## config.mk

```make
export PLATFORM = sky130hd
export DESIGN_NAME = ysyx_22040088_lsu
export DESIGN_NICKNAME = d
export VERILOG_FILES = /design/src/rtl/ysyx_22040088_lsu.sv
export SDC_FILE = /design/constraint.sdc
export NUM_CORES = 1
export LEC_CHECK = 0
export ABC_CLOCK_PERIOD_IN_PS = 2000
export CAP_MARGIN = 20
export CORE_MARGIN = 10
export CORE_UTILIZATION = 42
export CTS_CLUSTER_SIZE = 16
export DETAILED_ROUTE_END_ITERATION = 12
export PLACE_DENSITY_LB_ADDON = 0.3
export SETUP_SLACK_MARGIN = 0.5
export SYNTH_ARGS = -nofsm -noshare
export SYNTH_HDL_FRONTEND = slang
export SYNTH_SLANG_ARGS = --single-unit
```

## constraint.sdc

```tcl
create_clock -name clk -period 2 [get_ports clk]
set_input_delay 0.3 -clock clk [delete_from_list [all_inputs] [get_ports clk]]
set_output_delay 0.3 -clock clk [all_outputs]
set_load 0.02 [all_outputs]
```

## src/rtl/ysyx_22040088_lsu.sv

```systemverilog
// Load/store unit: runs one access at a time from the execute stage on a
// 64-bit valid/ready data bus with byte strobes and returns extended load data.
//
// Ports
//   clk, rst_n                      clock, asynchronous active-low reset
//   req_valid/req_ready             access handshake (req_ready high only when idle)
//   req_wen, req_mask, req_unsigned store flag, one-hot size (D/W/H/B), zero-extend
//   req_addr, req_wdata             byte address, LSB-aligned store data
//   resp_valid, resp_rdata, resp_err one-cycle completion with load data / error flag
//   bus_valid/bus_ready             bus request handshake
//   bus_wen, bus_addr, bus_wdata, bus_wstrb  doubleword-aligned request payload
//   bus_rvalid, bus_rdata           read data return
module ysyx_22040088_lsu #(
  parameter int unsigned TIMEOUT = 256
) (
  input  logic        clk,
  input  logic        rst_n,
  input  logic        req_valid,
  output logic        req_ready,
  input  logic        req_wen,
  input  logic [3:0]  req_mask,
  input  logic        req_unsigned,
  input  logic [63:0] req_addr,
  input  logic [63:0] req_wdata,
  output logic        resp_valid,
  output logic [63:0] resp_rdata,
  output logic        resp_err,
  output logic        bus_valid,
  input  logic        bus_ready,
  output logic        bus_wen,
  output logic [63:0] bus_addr,
  output logic [63:0] bus_wdata,
  output logic [7:0]  bus_wstrb,
  input  logic        bus_rvalid,
  input  logic [63:0] bus_rdata
);

  localparam int unsigned CNT_W = 32;

  typedef enum logic [1:0] {
    S_IDLE = 2'd0,
    S_BUS  = 2'd1,
    S_WAIT = 2'd2,
    S_RESP = 2'd3
  } state_t;

  state_t             r_state;
  state_t             w_state_nxt;
  logic [CNT_W-1:0]   r_cnt;
  logic               r_wen;
  logic [3:0]         r_mask;
  logic               r_unsigned;
  logic [2:0]         r_off;

  logic               r_bus_valid;
  logic               r_bus_wen;
  logic [63:0]        r_bus_addr;
  logic [63:0]        r_bus_wdata;
  logic [7:0]         r_bus_wstrb;
  logic               r_resp_valid;
  logic [63:0]        r_resp_rdata;
  logic               r_resp_err;

  logic               w_req_bad;
  logic [63:0]        w_st_wdata;
  logic [7:0]         w_st_wstrb;
  logic [63:0]        w_ld_shift;
  logic [63:0]        w_ld_data;
  logic               w_timeout;
  logic               w_resp_err_nxt;
  logic [63:0]        w_resp_rdata_nxt;

  // Request check: size must be one-hot and the address naturally aligned.
  always_comb begin
    w_req_bad = 1'b0;
    case (req_mask)
      4'b0001: w_req_bad = |req_addr[2:0];
      4'b0010: w_req_bad = |req_addr[1:0];
      4'b0100: w_req_bad = req_addr[0];
      4'b1000: w_req_bad = 1'b0;
      default: w_req_bad = 1'b1;
    endcase
  end

  // Store lane replication and byte enables.
  always_comb begin
    w_st_wdata = req_wdata;
    w_st_wstrb = 8'hFF;
    case (req_mask)
      4'b1000: begin
        w_st_wdata = {8{req_wdata[7:0]}};
        w_st_wstrb = 8'h01 << req_addr[2:0];
      end
      4'b0100: begin
        w_st_wdata = {4{req_wdata[15:0]}};
        w_st_wstrb = 8'h03 << req_addr[2:0];
      end
      4'b0010: begin
        w_st_wdata = {2{req_wdata[31:0]}};
        w_st_wstrb = 8'h0F << req_addr[2:0];
      end
      default: begin
        w_st_wdata = req_wdata;
        w_st_wstrb = 8'hFF;
      end
    endcase
  end

  // Load extraction: bring the addressed bytes to bit 0, then extend.
  assign w_ld_shift = bus_rdata >> {r_off, 3'b000};

  always_comb begin
    w_ld_data = w_ld_shift;
    case (r_mask)
      4'b1000: w_ld_data = r_unsigned ? {56'd0, w_ld_shift[7:0]}
                                      : {{56{w_ld_shift[7]}}, w_ld_shift[7:0]};
      4'b0100: w_ld_data = r_unsigned ? {48'd0, w_ld_shift[15:0]}
                                      : {{48{w_ld_shift[15]}}, w_ld_shift[15:0]};
      4'b0010: w_ld_data = r_unsigned ? {32'd0, w_ld_shift[31:0]}
                                      : {{32{w_ld_shift[31]}}, w_ld_shift[31:0]};
      default: w_ld_data = w_ld_shift;
    endcase
  end

  assign w_timeout = (TIMEOUT != 0) && (r_cnt >= CNT_W'(TIMEOUT - 1));

  // Next-state and response value selection; a completing handshake beats the watchdog.
  always_comb begin
    w_state_nxt      = r_state;
    w_resp_err_nxt   = 1'b0;
    w_resp_rdata_nxt = 64'd0;
    case (r_state)
      S_IDLE: begin
        if (req_valid) begin
          if (w_req_bad) begin
            w_state_nxt    = S_RESP;
            w_resp_err_nxt = 1'b1;
          end else begin
            w_state_nxt = S_BUS;
          end
        end
      end
      S_BUS: begin
        if (bus_ready) begin
          w_state_nxt = r_wen ? S_RESP : S_WAIT;
        end else if (w_timeout) begin
          w_state_nxt    = S_RESP;
          w_resp_err_nxt = 1'b1;
        end
      end
      S_WAIT: begin
        if (bus_rvalid) begin
          w_state_nxt      = S_RESP;
          w_resp_rdata_nxt = w_ld_data;
        end else if (w_timeout) begin
          w_state_nxt    = S_RESP;
          w_resp_err_nxt = 1'b1;
        end
      end
      S_RESP:  w_state_nxt = S_IDLE;
      default: w_state_nxt = S_IDLE;
    endcase
  end

  // State register.
  always_ff @(posedge clk or negedge rst_n) begin
    if (!rst_n) begin
      r_state <= S_IDLE;
    end else begin
      r_state <= w_state_nxt;
    end
  end

  // Watchdog: zero while idle, so it reads 0 on the first bus cycle.
  always_ff @(posedge clk or negedge rst_n) begin
    if (!rst_n) begin
      r_cnt <= '0;
    end else if (r_state == S_IDLE) begin
      r_cnt <= '0;
    end else if ((r_state == S_BUS) || (r_state == S_WAIT)) begin
      r_cnt <= r_cnt + CNT_W'(1);
    end
  end

  // Request capture and bus payload, held for the whole access.
  always_ff @(posedge clk or negedge rst_n) begin
    if (!rst_n) begin
      r_wen       <= 1'b0;
      r_mask      <= 4'd0;
      r_unsigned  <= 1'b0;
      r_off       <= 3'd0;
      r_bus_wen   <= 1'b0;
      r_bus_addr  <= 64'd0;
      r_bus_wdata <= 64'd0;
      r_bus_wstrb <= 8'd0;
    end else if ((r_state == S_IDLE) && req_valid) begin
      r_wen       <= req_wen;
      r_mask      <= req_mask;
      r_unsigned  <= req_unsigned;
      r_off       <= req_addr[2:0];
      r_bus_wen   <= req_wen;
      r_bus_addr  <= {req_addr[63:3], 3'b000};
      r_bus_wdata <= w_st_wdata;
      r_bus_wstrb <= req_wen ? w_st_wstrb : 8'd0;
    end
  end

  // Registered handshake and response outputs.
  always_ff @(posedge clk or negedge rst_n) begin
    if (!rst_n) begin
      r_bus_valid  <= 1'b0;
      r_resp_valid <= 1'b0;
      r_resp_err   <= 1'b0;
      r_resp_rdata <= 64'd0;
    end else begin
      r_bus_valid  <= (w_state_nxt == S_BUS);
      r_resp_valid <= (w_state_nxt == S_RESP);
      r_resp_err   <= w_resp_err_nxt;
      r_resp_rdata <= w_resp_rdata_nxt;
    end
  end

  assign req_ready  = (r_state == S_IDLE);
  assign resp_valid = r_resp_valid;
  assign resp_rdata = r_resp_rdata;
  assign resp_err   = r_resp_err;
  assign bus_valid  = r_bus_valid;
  assign bus_wen    = r_bus_wen;
  assign bus_addr   = r_bus_addr;
  assign bus_wdata  = r_bus_wdata;
  assign bus_wstrb  = r_bus_wstrb;

endmodule

```

==> results.md <==
- GP Congestion: 0.949
- Sw Share: 42.5%
- CTS clk-pin slew, worst paths: 0.07 ns
- Max Clock Skew: 0.0173 ns
- Pre-antenna DRT Iters: 5
- Switching power: 13.4 mW
- CP arrival: roughly 2.6 ns
- Unrepaired setup endpoints after global routing: yes
- Critical path's slowest cell: mux4_2
- Pleak: 10.7 nW
- Worst hold path type: primary input to flip-flop
- Worst setup margin: -0.162 ns
- Hold Vio Cnt, Final: 0
- Syn Area/Cell: 9.07 um2
- IO Pins: roughly 410
- Die Area: approximately 36000 um2
- Number of global-route vias before repair: 12300
- I/O Buffers: 404
- Largest stage delay, worst path: ~0.53 ns
- First-pass GRT wire length: 72500 um
- Setup TNS: -4.53 ns
- Sequential Power Share: 25.1%
- Commonest cells after routing, fill and taps aside: dfrtp_1 (229), nand2_1 (218), clkdlybuf4s50_1 (197)
- Setup WS pre-CTS: -0.424 ns
- 1st-iter DRT viols: 1151
- Slew Limit Headroom: a little under three fifths
- Cells after synthesis: 1314
- Root Driver: clkbuf_16
- Commonest non-fill, non-tap cell in the layout: dfrtp_1
- Initial antenna violation count: 3
- CP top delay family: multiplexers
- H-tree depth: 1
- DP HPWL: 35500 um
- Crit-path cells: mux4_2 > mux2_4 > a41o_1 > o21bai_2 > buf_12 > a21oi_1
- Starting density of the core: 42.7%
- Final Max Slew Viols: 0
- Max Fanout on Critical Path: 31
- Chip height: 188 um
- CP required: 2.40 ns
- Crit path kind: flip-flop to flip-flop
- Period utilization: 108%
- Max-Cap Viols: 0
- Status: finished with violations
- Sequential cell area fraction in the yosys report: 51.0%
- CTS buffer count: 28
- Post-synth EDFFs: 0
- Slew @ Worst Pin: 0.648 ns
- CTS tree: yes
- Overall power: about 32 mW
- Area Growth Syn to Fin: 78.5%
- DIE WIDTH: 188 um
- Placed cell count: 2106
- Yosys warns: 0
- Worst vdd ir: 0.00109 V
- Clock share of power: 17.3%
- FP Rows: 61
- Largest net degree at the start of global routing: between 60 and 70
- Most used DFF post-synth: dfrtp_1
- Hold Slack: 0.279 ns
- Final cell count without fillers: 2272
- Latest clock arrival within the worst-skew pair: 0.55 ns
- Vias per cell: 5.74
- Syn Std Cell Area: 11900 um2
- Total number of vias: 13000
- Final min period: 2.16 ns
- Share of layout cells above drive strength 1: about two fifths
- Violations in the final reports: setup timing
- Dpl cell area: around 17000 um2
- Maximum clock path buffer count: 3
- FF+latch count, synth: roughly 240
- DRC: 0
- Wire per inst: 25.1 um
- Pwr per Cell Area: 1480 nW/um2
- Fin util: 76.2%
- Netlist cell types: 62
- Worst setup EP type: flip-flop
- Internal power: roughly 18 mW
- Critical Path Source Type: flip-flop
- GRT Overall Usage: 25.7%
- WL final: 57000 um
- Layout Nets: 2075
- Final setup violation count: 35
- Max Freq: 463 MHz
- Final instance area: roughly 21000 um2
- Fraction of registers with async set or reset after synthesis: 100%
- DRT antenna net count: 0
- Combinational share of power: 57.5%
- Buf+Inv Stages, Crit Path: 1
- Core footprint: 27900 um2
- CTS Sinks: 243
- Global route overflow: 0
repair_timing:
item                                    4_1_cts  5_1_grt
gates resized for setup                     617      409
hold endpoints to repair                     52        0
buffers inserted                             15       55
pin swaps                                    25      157
gates cloned                                  8       34
endpoints found under the setup margin      430      341
hold buffers                                  1        0
power groups by stage:
stage | clock network, mW | logic (mW) | registers, mW
3_5_place_dp | 0 | 14.4 | 7.78
5_1_grt | 5.73 | 19.0 | 8.09
2_1_floorplan | 0 | 6.06 | 9.59
3_3_place_gp | 0 | 14.2 | 7.73
6_report | 5.46 | 18.1 | 7.93
4_1_cts | 5.46 | 14.5 | 7.69
worst min-delay path, stage by stage:
cell and delay (ns):
dlymetal6s2s_1 0.16, buf_4 0.19, nand2_2 0.07, o21ai_1 0.05
flip-flops by register name, indices dropped and copies added, names as in the netlist:
name / cells
r_cnt: 32
r_state: 2
resp_rdata: 64
r_off: 3
bus_valid: 1
bus_wdata: 64
bus_wstrb: 8
bus_wen: 1
r_mask: 4
bus_addr: 61
r_unsigned: 1
resp_err: 1
resp_valid: 1
cell type report:
type	count	area, um2
repair buffers	618	6580
clock buffers	41	841
fillers	1750	6650
well taps	378	473
flip-flops and latches	243	6100
clock inverters	10	131
inverters	12	52.6
diodes	2	5.00
multi-input cells	968	7110
routing by layer:
layer	part of all wire, %	global-route usage [%]	vias up
met3	9.5	8.57	182
met1	36	30.0	6417
met2	50	43.4	789
met4	4.6	8.52	4
li1	-	-	5650
met5	0.042	0	-
synth_stat cells, types with 6 or more instances:
| library cell | instances | area share [%] |
|---|---|---|
| a31oi_1 | 18 | 0.94 |
| buf_2 | 18 | 0.76 |
| inv_1 | 11 | 0.35 |
| mux2i_1 | 28 | 2.4 |
| nor2_1 | 134 | 4.2 |
| mux2_2 | 25 | 2.4 |
| and2_1 | 14 | 0.73 |
| a41o_1 | 7 | 0.59 |
| xnor2_1 | 16 | 1.2 |
| o21ai_0 | 56 | 2.4 |
| a22o_1 | 10 | 0.73 |
| nand2_1 | 325 | 10 |
| a211o_1 | 7 | 0.51 |
| a21oi_2 | 10 | 0.73 |
| a211oi_1 | 16 | 1.0 |
| dfrtp_1 | 243 | 51 |
| mux4_2 | 11 | 2.1 |
| clkbuf_1 | 65 | 2.0 |
| buf_4 | 6 | 0.38 |
| and3_1 | 14 | 0.73 |
| nand2b_1 | 31 | 1.6 |
| nor3_1 | 22 | 0.92 |
| a21oi_1 | 101 | 4.2 |
| a221oi_1 | 14 | 1.0 |
| nand3_1 | 17 | 0.71 |
| nor2b_1 | 11 | 0.58 |
| xor2_1 | 7 | 0.51 |
| o2bb2ai_1 | 7 | 0.51 |
| nor4_1 | 11 | 0.58 |
path summary, 6_finish.rpt:
check | end | slack, ns | cells past startpoint | from
setup reg to reg | resp_rdata[34] | -0.16 | 6 | r_off[0]
setup / recovery | resp_rdata[34] | -0.16 | 6 | r_off[0]
hold / removal | r_mask[2] | 0.28 | 4 | req_mask[2]
max in group asynchronous | bus_addr[49] | 1.01 | 3 | rst_n
min in group asynchronous | resp_rdata[12] | 0.29 | 2 | rst_n
hold reg to reg | bus_addr[11] | 0.47 | 2 | bus_addr[11]
cells by family after synthesis:
kind of cell	after synthesis	synth area share, %
adders and majority gates	1	0.105
xor gates and xnor gates	24	1.83
and+or+nand+nor	602	21.9
other	1	0.0314
buffers and inverters	108	3.90
muxes	64	6.79
AOI/OAI and AO/OA	271	14.5
DFF	243	51.0
No activity file was read; power rests on OpenSTA's default activity.
